File: config.mk
export PLATFORM = sky130hd
export DESIGN_NAME = dsm_cic_decimator
export DESIGN_NICKNAME = d
export VERILOG_FILES = /design/src/rtl/dsm_cic_decimator.sv
export SDC_FILE = /design/constraint.sdc
export NUM_CORES = 1
export LEC_CHECK = 0
export CAP_MARGIN = 20
export CORE_ASPECT_RATIO = 1.1
export CORE_UTILIZATION = 42
export CTS_CLUSTER_SIZE = 10
export DETAILED_ROUTE_END_ITERATION = 10
export PLACE_DENSITY = 0.53
export SYNTH_ARGS = -nofsm -noshare
export SYNTH_HDL_FRONTEND = slang
export SYNTH_SLANG_ARGS = --single-unit
File: constraint.sdc
create_clock -name i_clk -period 7.79 [get_ports i_clk]
set_clock_uncertainty 0.1 [all_clocks]
set_input_delay 1.9475 -clock i_clk [delete_from_list [all_inputs] [get_ports i_clk]]
set_output_delay 1.9475 -clock i_clk [all_outputs]
set_load 0.005 [all_outputs]
File: src/rtl/dsm_cic_decimator.sv
// CIC decimator for the delta-sigma bitstream: maps 1/0 to +1/-1, integrates at the
// bit rate, combs at the decimated rate and emits saturated signed PCM words.
module dsm_cic_decimator #(
  parameter int DATA_WIDTH = 16,
  parameter int CIC_ORDER  = 3,
  parameter int LOG2_RATIO = 6
) (
  input  logic                  i_clk,
  input  logic                  i_rst_n,
  input  logic                  i_quantized_bit,
  input  logic                  i_bit_valid,
  output logic [DATA_WIDTH-1:0] o_data,
  output logic                  o_valid,
  output logic                  o_clip
);

  localparam int ACC_WIDTH = CIC_ORDER * LOG2_RATIO + 2;
  localparam int SHIFT     = CIC_ORDER * LOG2_RATIO - (DATA_WIDTH - 1);
  localparam logic signed [ACC_WIDTH-1:0] OUT_MAX = ACC_WIDTH'((2 ** (DATA_WIDTH - 1)) - 1);
  localparam logic signed [ACC_WIDTH-1:0] OUT_MIN = ~OUT_MAX;

  if (SHIFT < 0) begin : g_bad_shift
    $error("dsm_cic_decimator: CIC_ORDER*LOG2_RATIO must be >= DATA_WIDTH-1");
  end
  if (CIC_ORDER < 1 || CIC_ORDER > 5) begin : g_bad_order
    $error("dsm_cic_decimator: CIC_ORDER must be in 1..5");
  end

  // Input side has no back-pressure: every cycle with i_bit_valid high consumes
  // exactly one bit; output side is a push-only o_valid pulse with no ready.
  logic signed [ACC_WIDTH-1:0] x_in;
  logic signed [ACC_WIDTH-1:0] integ    [CIC_ORDER];
  logic signed [ACC_WIDTH-1:0] comb_dly [CIC_ORDER];
  logic signed [ACC_WIDTH-1:0] comb_val [CIC_ORDER+1];
  logic signed [ACC_WIDTH-1:0] dec_sample;
  logic signed [ACC_WIDTH-1:0] shifted;
  logic        [LOG2_RATIO-1:0] sample_cnt;
  logic                         dec_strobe;
  logic        [DATA_WIDTH-1:0] sat_word;
  logic                         sat_hit;

  assign x_in = i_quantized_bit ? ACC_WIDTH'(1) : '1;

  // Integrators and decimation counter; wrap in ACC_WIDTH is harmless because
  // the combs undo it modulo 2**ACC_WIDTH.
  always_ff @(posedge i_clk or negedge i_rst_n) begin
    if (!i_rst_n) begin
      for (int k = 0; k < CIC_ORDER; k++) integ[k] <= '0;
      sample_cnt <= '0;
      dec_sample <= '0;
      dec_strobe <= 1'b0;
    end else begin
      dec_strobe <= 1'b0;
      if (i_bit_valid) begin
        integ[0] <= integ[0] + x_in;
        for (int k = 1; k < CIC_ORDER; k++) integ[k] <= integ[k] + integ[k-1];
        sample_cnt <= sample_cnt + 1'b1;
        if (&sample_cnt) begin
          dec_sample <= integ[CIC_ORDER-1];
          dec_strobe <= 1'b1;
        end
      end
    end
  end

  always_comb begin
    comb_val[0] = dec_sample;
    for (int k = 0; k < CIC_ORDER; k++) comb_val[k+1] = comb_val[k] - comb_dly[k];
    shifted  = comb_val[CIC_ORDER] >>> SHIFT;
    sat_hit  = 1'b0;
    sat_word = shifted[DATA_WIDTH-1:0];
    if (shifted > OUT_MAX) begin
      sat_word = OUT_MAX[DATA_WIDTH-1:0];
      sat_hit  = 1'b1;
    end else if (shifted < OUT_MIN) begin
      sat_word = OUT_MIN[DATA_WIDTH-1:0];
      sat_hit  = 1'b1;
    end
  end

  always_ff @(posedge i_clk or negedge i_rst_n) begin
    if (!i_rst_n) begin
      for (int k = 0; k < CIC_ORDER; k++) comb_dly[k] <= '0;
      o_data  <= '0;
      o_valid <= 1'b0;
      o_clip  <= 1'b0;
    end else begin
      o_valid <= dec_strobe;
      if (dec_strobe) begin
        for (int k = 0; k < CIC_ORDER; k++) comb_dly[k] <= comb_val[k];
        o_data <= sat_word;
        o_clip <= sat_hit;
      end
    end
  end

endmodule

==> implementation parameters, run 1 <==
Parameter                              Value

Outcome
  Outcome    complete, no violations

Timing
  Transition time at the pin with the least slew margin    0.928 ns
  Pins Over Slew Limit    0
  Highest Clock Rate    150 MHz
  Final count of negative-setup-slack endpoints    0
  Worst slew slack as a fraction of its limit    38.1%
  Clock period minus final worst setup slack    6.67 ns
  Final hold violation count    0
  Setup repair after global routing missed its margin    no
  Part of the cycle the worst path needs    85.6%
  Setup TNS Final    0 ns

Global route
  Wire length of the first global-routing pass    38.4 mm
  Gr usage total    16.6%
  Total gr overflow    0
  Number of antenna violations at the first check in global routing    0
  Number of global-route vias before repair    8455
  Pin count of the biggest net entering global routing    88

Synthesis
  Most frequently used flop master after synthesis    dfrtp_1
  Part of the Yosys area used for sequential elements    35.9%
  Yosys warnings    0
  Area share of the largest cell type after synthesis    35.9%
  Number of synthesized flops with an enable pin    0
  Number of storage elements in the synthesis netlist    165
  Post-synthesis area per instance    9.41 µm²
  Cell taking the most area after synthesis    dfrtp_1
  Top area cells in the synthesized netlist    dfrtp_1 (36%), ha_1 (12%), mux2_2 (7.2%)
  Share of flip-flops with an asynchronous set or reset    100%
  Post-Syn Nets    1345
  Synth Cell Area    11500 µm²
  Post-synthesis instance total    1223
  Yosys cell types    70

Placed design
  Final estimated routing congestion in global placement    0.898
  Detailed placer's ending HPWL    16.0 mm
  IO Port Bufs    21

Setup path
  Slowest Stage Delay on Critical Path    0.60 ns
  Endpoint of the worst setup timing path    o_clip
  CP Data Required Time    7.96 ns
  CP Launch Type    flop
  Slowest stage cell on the critical path    xnor2_1
  Endpoint of the worst-slack reg-to-reg timing path    o_clip
  Worst Path Class, Setup    flop to flop
  Crit-path leading delay family    compound AO/OA/AOI/OAI gates
  Critical Path Start    dec_sample[0]
  Arrival time worst endpoint    6.84 ns
  CP Depth    27
  Cell with the most instances on the worst path    ha_1
  Setup crit end kind    flop
  Reg2Reg Depth    27
  Source of the worst register-to-register timing path    dec_sample[0]
  Worst-case register-to-register setup slack    1.12 ns
  Bufs and invs on worst path    1
  Worst-path fanout max    9

Clock tree
  TritonCTS clock tree    built
  Clock-pin slew on the worst setup and hold paths    0.07 ns
  Cell chosen for the clock root    clkbuf_16
  Clock buffer count from CTS    17
  Clock latency at the later pin of the worst-skew pair    0.43 ns
  Number of setup buffers added after CTS    0
  Number of H-tree levels    4
  Hold-fix buffer count after cts    0
  Maximum clock path buffer count    2
  Number of clock sinks    165
  Number of gates given a new drive strength after cts    0

Route
  Number of detailed-route iterations in the first pass    4
  Post-route antenna net violation count    0
  Vias post-DR    8399
  Via-to-Cell Ratio    5.23
  Remaining routing DRC violations    0
  Drt initial violations    291
  Routed wirelength normalized by instance count    13.4 µm
  WL final    21.5 mm

Floorplanning
  Effective utilization at floorplan    42.7%
  Count of standard-cell rows    63
  Floorplan die width    160 µm
  Area of the core    27000 µm²
  Die area    28100 µm²
  I/O Pins    22
  Vert. Die Dim    176 µm

Cells and area
  Net count, final    1359
  FF/Latch Area    4130 µm²
  Most frequent cells in the layout    dfrtp_1 (164), ha_1 (113), o21ai_0 (104), nand2_1 (104), inv_1 (90)
  Share of layout cells above drive strength 1    11.7%
  Combined area of the multi-input logic cells    6910 µm²
  Fill cells    2628
  Relative area change from synthesis to final layout    10.2%
  Most common cell after layout, fill and taps aside    dfrtp_1
  # diodes    0

Flow run
  Maximum Capacitance Violations    0

Worst hold path
  Min-Delay Path Class    flop to flop
-- synthesized netlist by cell type, types with 14 or more instances --
cell type / instances
a21o_1: 24
nand3_1: 32
xnor2_1: 74
o21bai_1: 15
mux2_2: 74
nor2_1: 62
ha_1: 113
dfrtp_1: 165
nor3_1: 17
inv_1: 90
nand2_1: 104
a21oi_1: 84
clkbuf_1: 27
nand2b_1: 14
xor2_1: 24
and3_1: 14
o21ai_0: 104
or3_1: 20
-- how the worst min path moves through the flow --
stage	start	endpoint	slack, ns	cells after the start
6_report	comb_dly[0]	comb_dly[0]	0.38	2
5_1_grt	o_data[7]	o_data[7]	0.41	2
4_1_cts	comb_dly[0]	comb_dly[0]	0.39	2
3_5_place_dp	comb_dly[0]	comb_dly[0]	0.37	2
3_3_place_gp	comb_dly[0]	comb_dly[0]	0.36	2
2_1_floorplan	dec_strobe	o_valid	0.25	0
-- registers in the layout (all words and copies together), names as in the netlist --
register	cells
comb_dly	60
dec_sample	20
dec_strobe	1
integ	60
o_clip	1
o_data	16
o_valid	1
sample_cnt	6
-- worst register-to-register path: stages, from the launching register on --
cell	delay, ns
dfrtp_1	0.39
inv_1	0.06
ha_1	0.17
fa_1	0.21
nor2b_1	0.05
o21ai_0	0.20
a21boi_0	0.15
o21a_1	0.20
o21ai_0	0.30
a21boi_0	0.19
o31a_1	0.30
o21ba_2	0.24
or2_2	0.34
o311ai_0	0.33
ha_1	0.36
and2_1	0.18
a31o_2	0.21
a41oi_1	0.20
nor2b_1	0.19
xnor2_1	0.16
ha_1	0.32
a21o_1	0.18
a21oi_1	0.17
o21ai_2	0.10
xnor2_1	0.60
nor3_1	0.16
mux2i_4	0.31
o2111ai_1	0.16
-- area by class of cell --
class,instances,share of cell area (%)
multi-input cells,935,54.5
flip-flops and latches,165,32.6
clock buffers,19,3.57
well taps,357,3.52
inverters,90,2.66
repair buffers,28,2.04
clock inverters,13,1.13
-- cell families (layout without fill, tap and decap cells) --
logic type                 Yosys count  count (layout)  synth area share (%)
DFF                                165             165                  35.9
adders and majority gates          118             118                  13.2
buffers and inverters              123             150                  4.08
and+or+nand+nor                    313             313                  13.2
AOI/OAI and AO/OA                  317             317                  17.2
muxes                               86              86                  8.52
xor gates and xnor gates           101             101                  7.94
-- per-layer routing --
layer | GRT usage, % | wire [µm] | vias to the layer above | share of wire [%]
met5 | 0 | 0 | - | 0
met1 | 19.1 | 9810 | 3914 | 46
met3 | 2.43 | 371 | 26 | 1.7
li1 | - | - | 4391 | -
met4 | 6.67 | 525 | 0 | 2.4
met2 | 30.6 | 10800 | 68 | 50
-- through the flow --
step	setup WS, ns	cell area, µm²	cells	util [%]	hold slack, ns
final	1.12	12700	1607	47.0	0.384
after global routing	0.523	12700	1607	47.0	0.407
after CTS	0.989	12700	1606	47.0	0.391
after detailed placement	0.998	12100	1574	44.8	0.374
after global placement	1.13	12100	1574	44.8	0.359
after floorplan	1.92	11500	1223	-	0.252
Power of run 1 is left out: the tool's default activity adds up to more than one toggle a clock period on the data nets, which glitch-free logic cannot reach.
==> run 2, diff against run 1 <==
--- a/config.mk
+++ b/config.mk
@@ -6,7 +6,9 @@
 export NUM_CORES = 1
 export LEC_CHECK = 0
+export ABC_AREA = 1
 export CAP_MARGIN = 20
 export CORE_ASPECT_RATIO = 1.1
 export CORE_UTILIZATION = 42
+export CTS_BUF_LIST = sky130_fd_sc_hd__clkbuf_4 sky130_fd_sc_hd__clkbuf_8
 export CTS_CLUSTER_SIZE = 10
 export DETAILED_ROUTE_END_ITERATION = 10
==> constraint.sdc (replaced) <==
create_clock -name i_clk -period 7.79 [get_ports i_clk]
set_clock_uncertainty 0.1 [all_clocks]
set_input_delay 0.779 -clock i_clk [delete_from_list [all_inputs] [get_ports i_clk]]
set_output_delay 0.779 -clock i_clk [all_outputs]
set_load 0.005 [all_outputs]
==> implementation parameters, run 2 <==
Parameter                              Value

Synthesis
  Dominant combinational cell family by area after synthesis    simple AND/OR/NAND/NOR gates
  Yosys warnings    0 (unchanged)
  Area share of the largest cell type after synthesis    35.4% (-0.46 points)
  Post-synthesis instance total    1505 (+23%)
  Adder-cell share of the synthesized area    13.0% (-0.17 points)
  Area share of xor/xnor cells in the synthesized design    6.68% (-1.3 points)
  Basic-gate share of the synthesized area counting and, or, nand and nor cells    20.8% (+7.6 points)
  Post-synthesis area per instance    7.75 µm² (-18%)
  Top post-synthesis cells by count    nand2_1 (368), dfrtp_1 (165), o21ai_0 (165), inv_1 (158), a21oi_1 (118)
  Top area cells in the synthesized netlist    dfrtp_1 (35%), ha_1 (12%), nand2_1 (12%)
  Synth Cell Area    11700 µm² (+1.3%)
  Share of flip-flops with an asynchronous set or reset    100% (unchanged)
  Synthesized-area fraction occupied by ao, oa, aoi and oai cells    16.7% (-0.59 points)
  Yosys cell types    46 (-34%)
  Count leader, synth    nand2_1
  Part of the Yosys area used for sequential elements    35.4% (-0.46 points)
  Most frequently used flop master after synthesis    dfrtp_1
  Number of synthesized flops with an enable pin    0 (unchanged)
  Number of storage elements in the synthesis netlist    165 (unchanged)
  Multiplexer fraction of the synthesized cell area    1.06% (-7.5 points)
  Cell taking the most area after synthesis    dfrtp_1
  Post-Syn Nets    1627 (+21%)

Global route
  Gr usage total    21.2% (+4.6 points)
  Fraction of met2 tracks used by global routing    41.8% (+11 points)
  Pin count of the biggest net entering global routing    71 (-19%)
  Busiest grt layer    met2
  Fraction of met1 tracks used by global routing    22.2% (+3.1 points)
  Total gr overflow    0 (unchanged)
  Number of global-route vias before repair    9939 (+18%)
  Wire length of the first global-routing pass    47.7 mm (+24%)
  Number of antenna violations at the first check in global routing    0 (unchanged)
  Met3 Use GR    2.55% (+0.12 points)

Cells and area
  Relative area change from synthesis to final layout    8.46%
  Most frequent cells in the layout    nand2_1 (368), o21ai_0 (165), dfrtp_1 (164), inv_1 (157), a21oi_1 (118)
  Combined area of the multi-input logic cells    6780 µm² (-1.9%)
  FF/Latch Area    4130 µm² (unchanged)
  Share of layout cells above drive strength 1    5.49% (-6.2 points)
  Net count, final    1640 (+21%)
  Final Non-Filler Cells    1887 (+17%)
  # diodes    0 (unchanged)
  Fill cells    2763 (+5.1%)
  Regs by FF count    comb_dly x60, integ x60, dec_sample x20
  Most common cell after layout, fill and taps aside    nand2_1
  Final instance area    12600 µm² (-0.31%)

Setup path
  Cell with the most instances on the worst path    nand2_1
  Arrival time worst endpoint    6.13 ns (-0.71 ns)
  Worst Path Class, Setup    flop to flop
  Setup crit end kind    flop
  CP Launch Type    flop
  CP Data Required Time    8.04 ns (+0.08 ns)
  Slowest Stage Delay on Critical Path    0.43 ns (-0.17 ns)
  Crit-path leading delay family    compound AO/OA/AOI/OAI gates
  Bufs and invs on worst path    2 (+1)
  Slowest stage cell on the critical path    fa_1
  Worst-path fanout max    10 (+1)

Route
  Number of detailed-route iterations in the first pass    8 (+4)
  Post-route antenna net violation count    0 (unchanged)
  WL final    27.9 mm (+30%)
  Vias post-DR    9670 (+15%)
  Drt initial violations    422 (+45%)
  Routed wirelength normalized by instance count    14.8 µm (+11%)
  Via-to-Cell Ratio    5.12 (-2.0%)
  Remaining routing DRC violations    0 (unchanged)

Placed design
  Detailed placer's ending HPWL    22.1 mm (+38%)
  Placed insts    1856 (+18%)
  Final estimated routing congestion in global placement    0.866 (-3.6%)
  Placed Area    12200 µm² (+1.2%)
  Setup Slack @ Placement    1.89 ns (+0.891 ns)
  IO Port Bufs    21 (unchanged)

Timing
  Pins Over Slew Limit    0 (unchanged)
  Final count of negative-setup-slack endpoints    0 (unchanged)
  Highest Clock Rate    170 MHz (+14%)
  Part of the cycle the worst path needs    75.4% (-10 points)
  Final hold violation count    0 (unchanged)
  Transition time at the pin with the least slew margin    0.916 ns (-0.0118 ns)
  Slack of the critical path    1.92 ns (+0.797 ns)
  Worst slew slack as a fraction of its limit    38.5% (+0.46 points)
  Setup repair after global routing missed its margin    no
  Setup TNS Final    0 ns (unchanged)
  Clock period minus final worst setup slack    5.87 ns (-0.797 ns)

Worst hold path
  Min-Delay Path Class    input port to async pin

Clock tree
  TritonCTS clock tree    built
  Clock buffer count from CTS    17 (unchanged)
  Cell chosen for the clock root    clkbuf_8
  Hold-fix buffer count after cts    0 (unchanged)
  Maximum clock path buffer count    2 (unchanged)
  Clock-pin slew on the worst setup and hold paths    0.08 ns (about the same)
  Number of H-tree levels    4 (unchanged)
  Number of gates given a new drive strength after cts    0 (unchanged)
  Number of setup buffers added after CTS    0 (unchanged)
  Clock latency at the later pin of the worst-skew pair    0.46 ns (+0.03 ns)
  Number of clock sinks    165 (unchanged)

Floorplanning
  Count of standard-cell rows    63 (unchanged)
  Floorplan die width    161 µm (+0.64%)
  Effective utilization at floorplan    43.0% (+0.31 points)
  Die area    28400 µm² (+1.3%)
  Area of the core    27100 µm² (+0.58%)
  Vert. Die Dim    177 µm (+0.64%)
  I/O Pins    22 (unchanged)

Flow run
  Maximum Capacitance Violations    0 (unchanged)

Outcome
  Outcome    complete, no violations
## run 2: cell count changes after synthesis, moves of 20 or more
| cell | before | now |
|---|---|---|
| or3_1 | 20 | 0 |
| nand2_1 | 104 | 368 |
| xnor2_1 | 74 | 38 |
| o21ai_0 | 104 | 165 |
| xor2_1 | 24 | 49 |
| mux2_2 | 74 | 11 |
| a21oi_1 | 84 | 118 |
| nand3_1 | 32 | 58 |
| inv_1 | 90 | 158 |
## run 2: kinds of logic after synthesis
group | count (synthesis)
AO/OA/AOI/OAI | 362
XOR/XNOR | 88
adder cells (fa/ha/maj) | 118
buffers and inverters | 197
flip-flops | 165
multiplexers | 11
AND/OR/NAND/NOR | 564
## run 2: worst paths after layout
path | startpoint | end | slack [ns] | cells after the start
max in group asynchronous | i_rst_n | o_data[13] | 5.62 | 3
min in group i_clk | o_clip | o_clip | 0.38 | 2
max reg2reg | comb_dly[40] | o_data[8] | 1.92 | 31
max | comb_dly[40] | o_data[8] | 1.92 | 31
min reg2reg | o_clip | o_clip | 0.38 | 2
min | i_rst_n | dec_strobe | 0.18 | 1
## run 2: layout make-up
type,count,area share (%)
tap,357,3.53
timing repair buffer,27,1.99
clock buffer,23,2.31
clock inverter,8,0.990
sequential,165,32.7
multi-input combinational,1143,53.6
inverter,164,4.87
## run 2: per-stage QoR
step / hold WS (ns) / util [%]
5_1_grt: 0.192 / 46.6
3_5_place_dp: 0.371 / 45.1
2_1_floorplan: 0.270 / -
4_1_cts: 0.166 / 46.6
6_report: 0.177 / 46.6
3_3_place_gp: 0.367 / 45.1
## run 2: layer usage
layer	vias to the layer above	wire, µm	share of wire (%)
met5	-	0	0
met4	0	997	3.6
met3	50	381	1.4
met2	89	15100	54
met1	4441	11500	41
li1	5090	-	-
Power of run 2 is left out for the same reason.
==> run 3, diff against run 2 <==
Settings changed: PLACE_DENSITY 0.53 to 0.56.
Clock period 7.79 ns to 4.8 ns, I/O delays scaled along.
==> implementation parameters, run 3 (synthesis results as in run 2) <==
Parameter                              Value

Setup path
  CP Launch Type    flop
  Worst Path Class, Setup    flop to flop
  Worst-path fanout max    7 (-3)
  Slowest Stage Delay on Critical Path    0.42 ns (about the same)
  Slowest stage cell on the critical path    dfrtp_1
  Setup crit end kind    flop
  CP Data Required Time    5.12 ns (-2.92 ns)
  Arrival time worst endpoint    5.45 ns (-0.68 ns)
  Worst-case register-to-register setup slack    -0.33 ns (-2.24 ns)

Route
  Via-to-Cell Ratio    5.04 (-1.7%)
  Post-route antenna net violation count    0 (unchanged)
  Routed wirelength normalized by instance count    14.1 µm (-4.5%)
  Remaining routing DRC violations    0 (unchanged)
  Vias post-DR    10400 (+7.5%)
  Number of detailed-route iterations in the first pass    5 (-3)
  WL final    29.2 mm (+4.4%)
  Drt initial violations    407 (-3.6%)

Clock tree
  Clock-pin slew on the worst setup and hold paths    0.09 ns (about the same)
  Maximum clock path buffer count    2 (unchanged)
  Cell chosen for the clock root    clkbuf_8
  Clock latency at the later pin of the worst-skew pair    0.48 ns (+0.02 ns)
  Number of clock sinks    165 (unchanged)
  Number of H-tree levels    4 (unchanged)
  TritonCTS clock tree    built
  Clock buffer count from CTS    17 (unchanged)

Placed design
  IO Port Bufs    21 (unchanged)
  Detailed placer's ending HPWL    22.1 mm (-0.18%)
  Placed Area    13300 µm² (+8.8%)
  Setup Slack @ Placement    -0.625 ns (-2.51 ns)
  Final estimated routing congestion in global placement    0.900 (+4.0%)

Timing
  Final count of negative-setup-slack endpoints    17 (+17)
  Part of the cycle the worst path needs    107% (+31 points)
  Pins Over Slew Limit    0 (unchanged)
  Highest Clock Rate    195 MHz (+15%)
  Slack of the critical path    -0.327 ns (-2.24 ns)
  Final hold violation count    0 (unchanged)
  Setup repair after global routing missed its margin    yes
  Clock period minus final worst setup slack    5.13 ns (-0.746 ns)
  Transition time at the pin with the least slew margin    0.928 ns (+0.0114 ns)
  Worst slew slack as a fraction of its limit    37.8% (-0.76 points)

Cells and area
  Final instance area    14500 µm² (+14%)
  Final core occ    53.3% (+6.7 points)
  Net count, final    1816 (+11%)
  Regs by FF count    comb_dly x60, integ x60, dec_sample x20
  Most frequent cells in the layout    nand2_1 (354), buf_4 (172), dfrtp_1 (164), o21ai_0 (157), inv_1 (149)
  Most common cell after layout, fill and taps aside    nand2_1
  Share of layout cells above drive strength 1    19.7% (+14 points)
  # diodes    0 (unchanged)
  Relative area change from synthesis to final layout    24.1%

Floorplanning
  I/O Pins    22 (unchanged)
  Area of the core    27100 µm² (unchanged)
  Vert. Die Dim    177 µm (unchanged)
  Floorplan die width    161 µm (unchanged)
  Effective utilization at floorplan    43.0% (unchanged)
  Count of standard-cell rows    63 (unchanged)
  Die area    28400 µm² (unchanged)

Flow run
  Maximum Capacitance Violations    0 (unchanged)

Global route
  Total gr overflow    0 (unchanged)
  Gr usage total    21.7% (+0.48 points)
  Pin count of the biggest net entering global routing    89 (+25%)
  Number of global-route vias before repair    10600 (+6.6%)
  Wire length of the first global-routing pass    48.9 mm (+2.5%)
  Number of antenna violations at the first check in global routing    0 (unchanged)

Worst hold path
  Min-Delay Path Class    flop to flop

Outcome
  Violated checks    setup timing
  Outcome    finished, violations left
-- run 3: worst paths after layout --
| check | from | end | cells past startpoint |
|---|---|---|---|
| max | comb_dly[40] | o_data[9] | 28 |
| min | o_data[2] | o_data[2] | 2 |
| max reg2reg | comb_dly[40] | o_data[9] | 28 |
| min reg2reg | o_data[2] | o_data[2] | 2 |
| max in group asynchronous | i_rst_n | comb_dly[19] | 3 |
| min in group asynchronous | i_rst_n | comb_dly[0] | 2 |
-- run 3: repair_timing --
action	CTS	global route
pin swaps	34	43
gates resized for setup	47	51
buffers inserted	34	5
cloned	2	0
hold buffers	1	0
endpoints found under the setup margin	17	18
hold endpoints to repair	52	0
-- run 3: metal layers --
layer	part of all wire (%)	track usage (%)
met3	1.6	2.76
met2	53	42.2
met4	6.1	14.0
met1	39	21.4
met5	0	0
-- run 3: through the flow --
step           hold slack (ns)  TNS, ns  std cells
3_5_place_dp             0.366    -9.68       1995
4_1_cts                  0.388    -3.76       2064
5_1_grt                  0.414    -9.61       2064
6_report                 0.382    -5.04       2064
3_3_place_gp             0.363    -8.59       1995
2_1_floorplan           0.0844        0       1505
-- run 3: layout make-up --
class                           instances  area (µm²)
Clock inverter                         11         175
Multi-Input combinational cell       1145        7240
Sequential cell                       165        4130
Clock buffer                           21         270
Tap cell                              357         447
Timing Repair Buffer                  201        1590
Fill cell                            2629       12700
Inverter                              164         616
-- run 3: worst max-delay path, delay by kind of cell, from the launching register on --
family / cells / cell delay (ns)
AO/OA/AOI/OAI: 8 / 1.43
adder cells (fa/ha/maj): 4 / 1.22
AND/OR/NAND/NOR: 10 / 1.05
buffers and inverters: 4 / 0.47
flip-flops: 1 / 0.42
XOR/XNOR: 2 / 0.38
Power of run 3 is left out for the same reason.
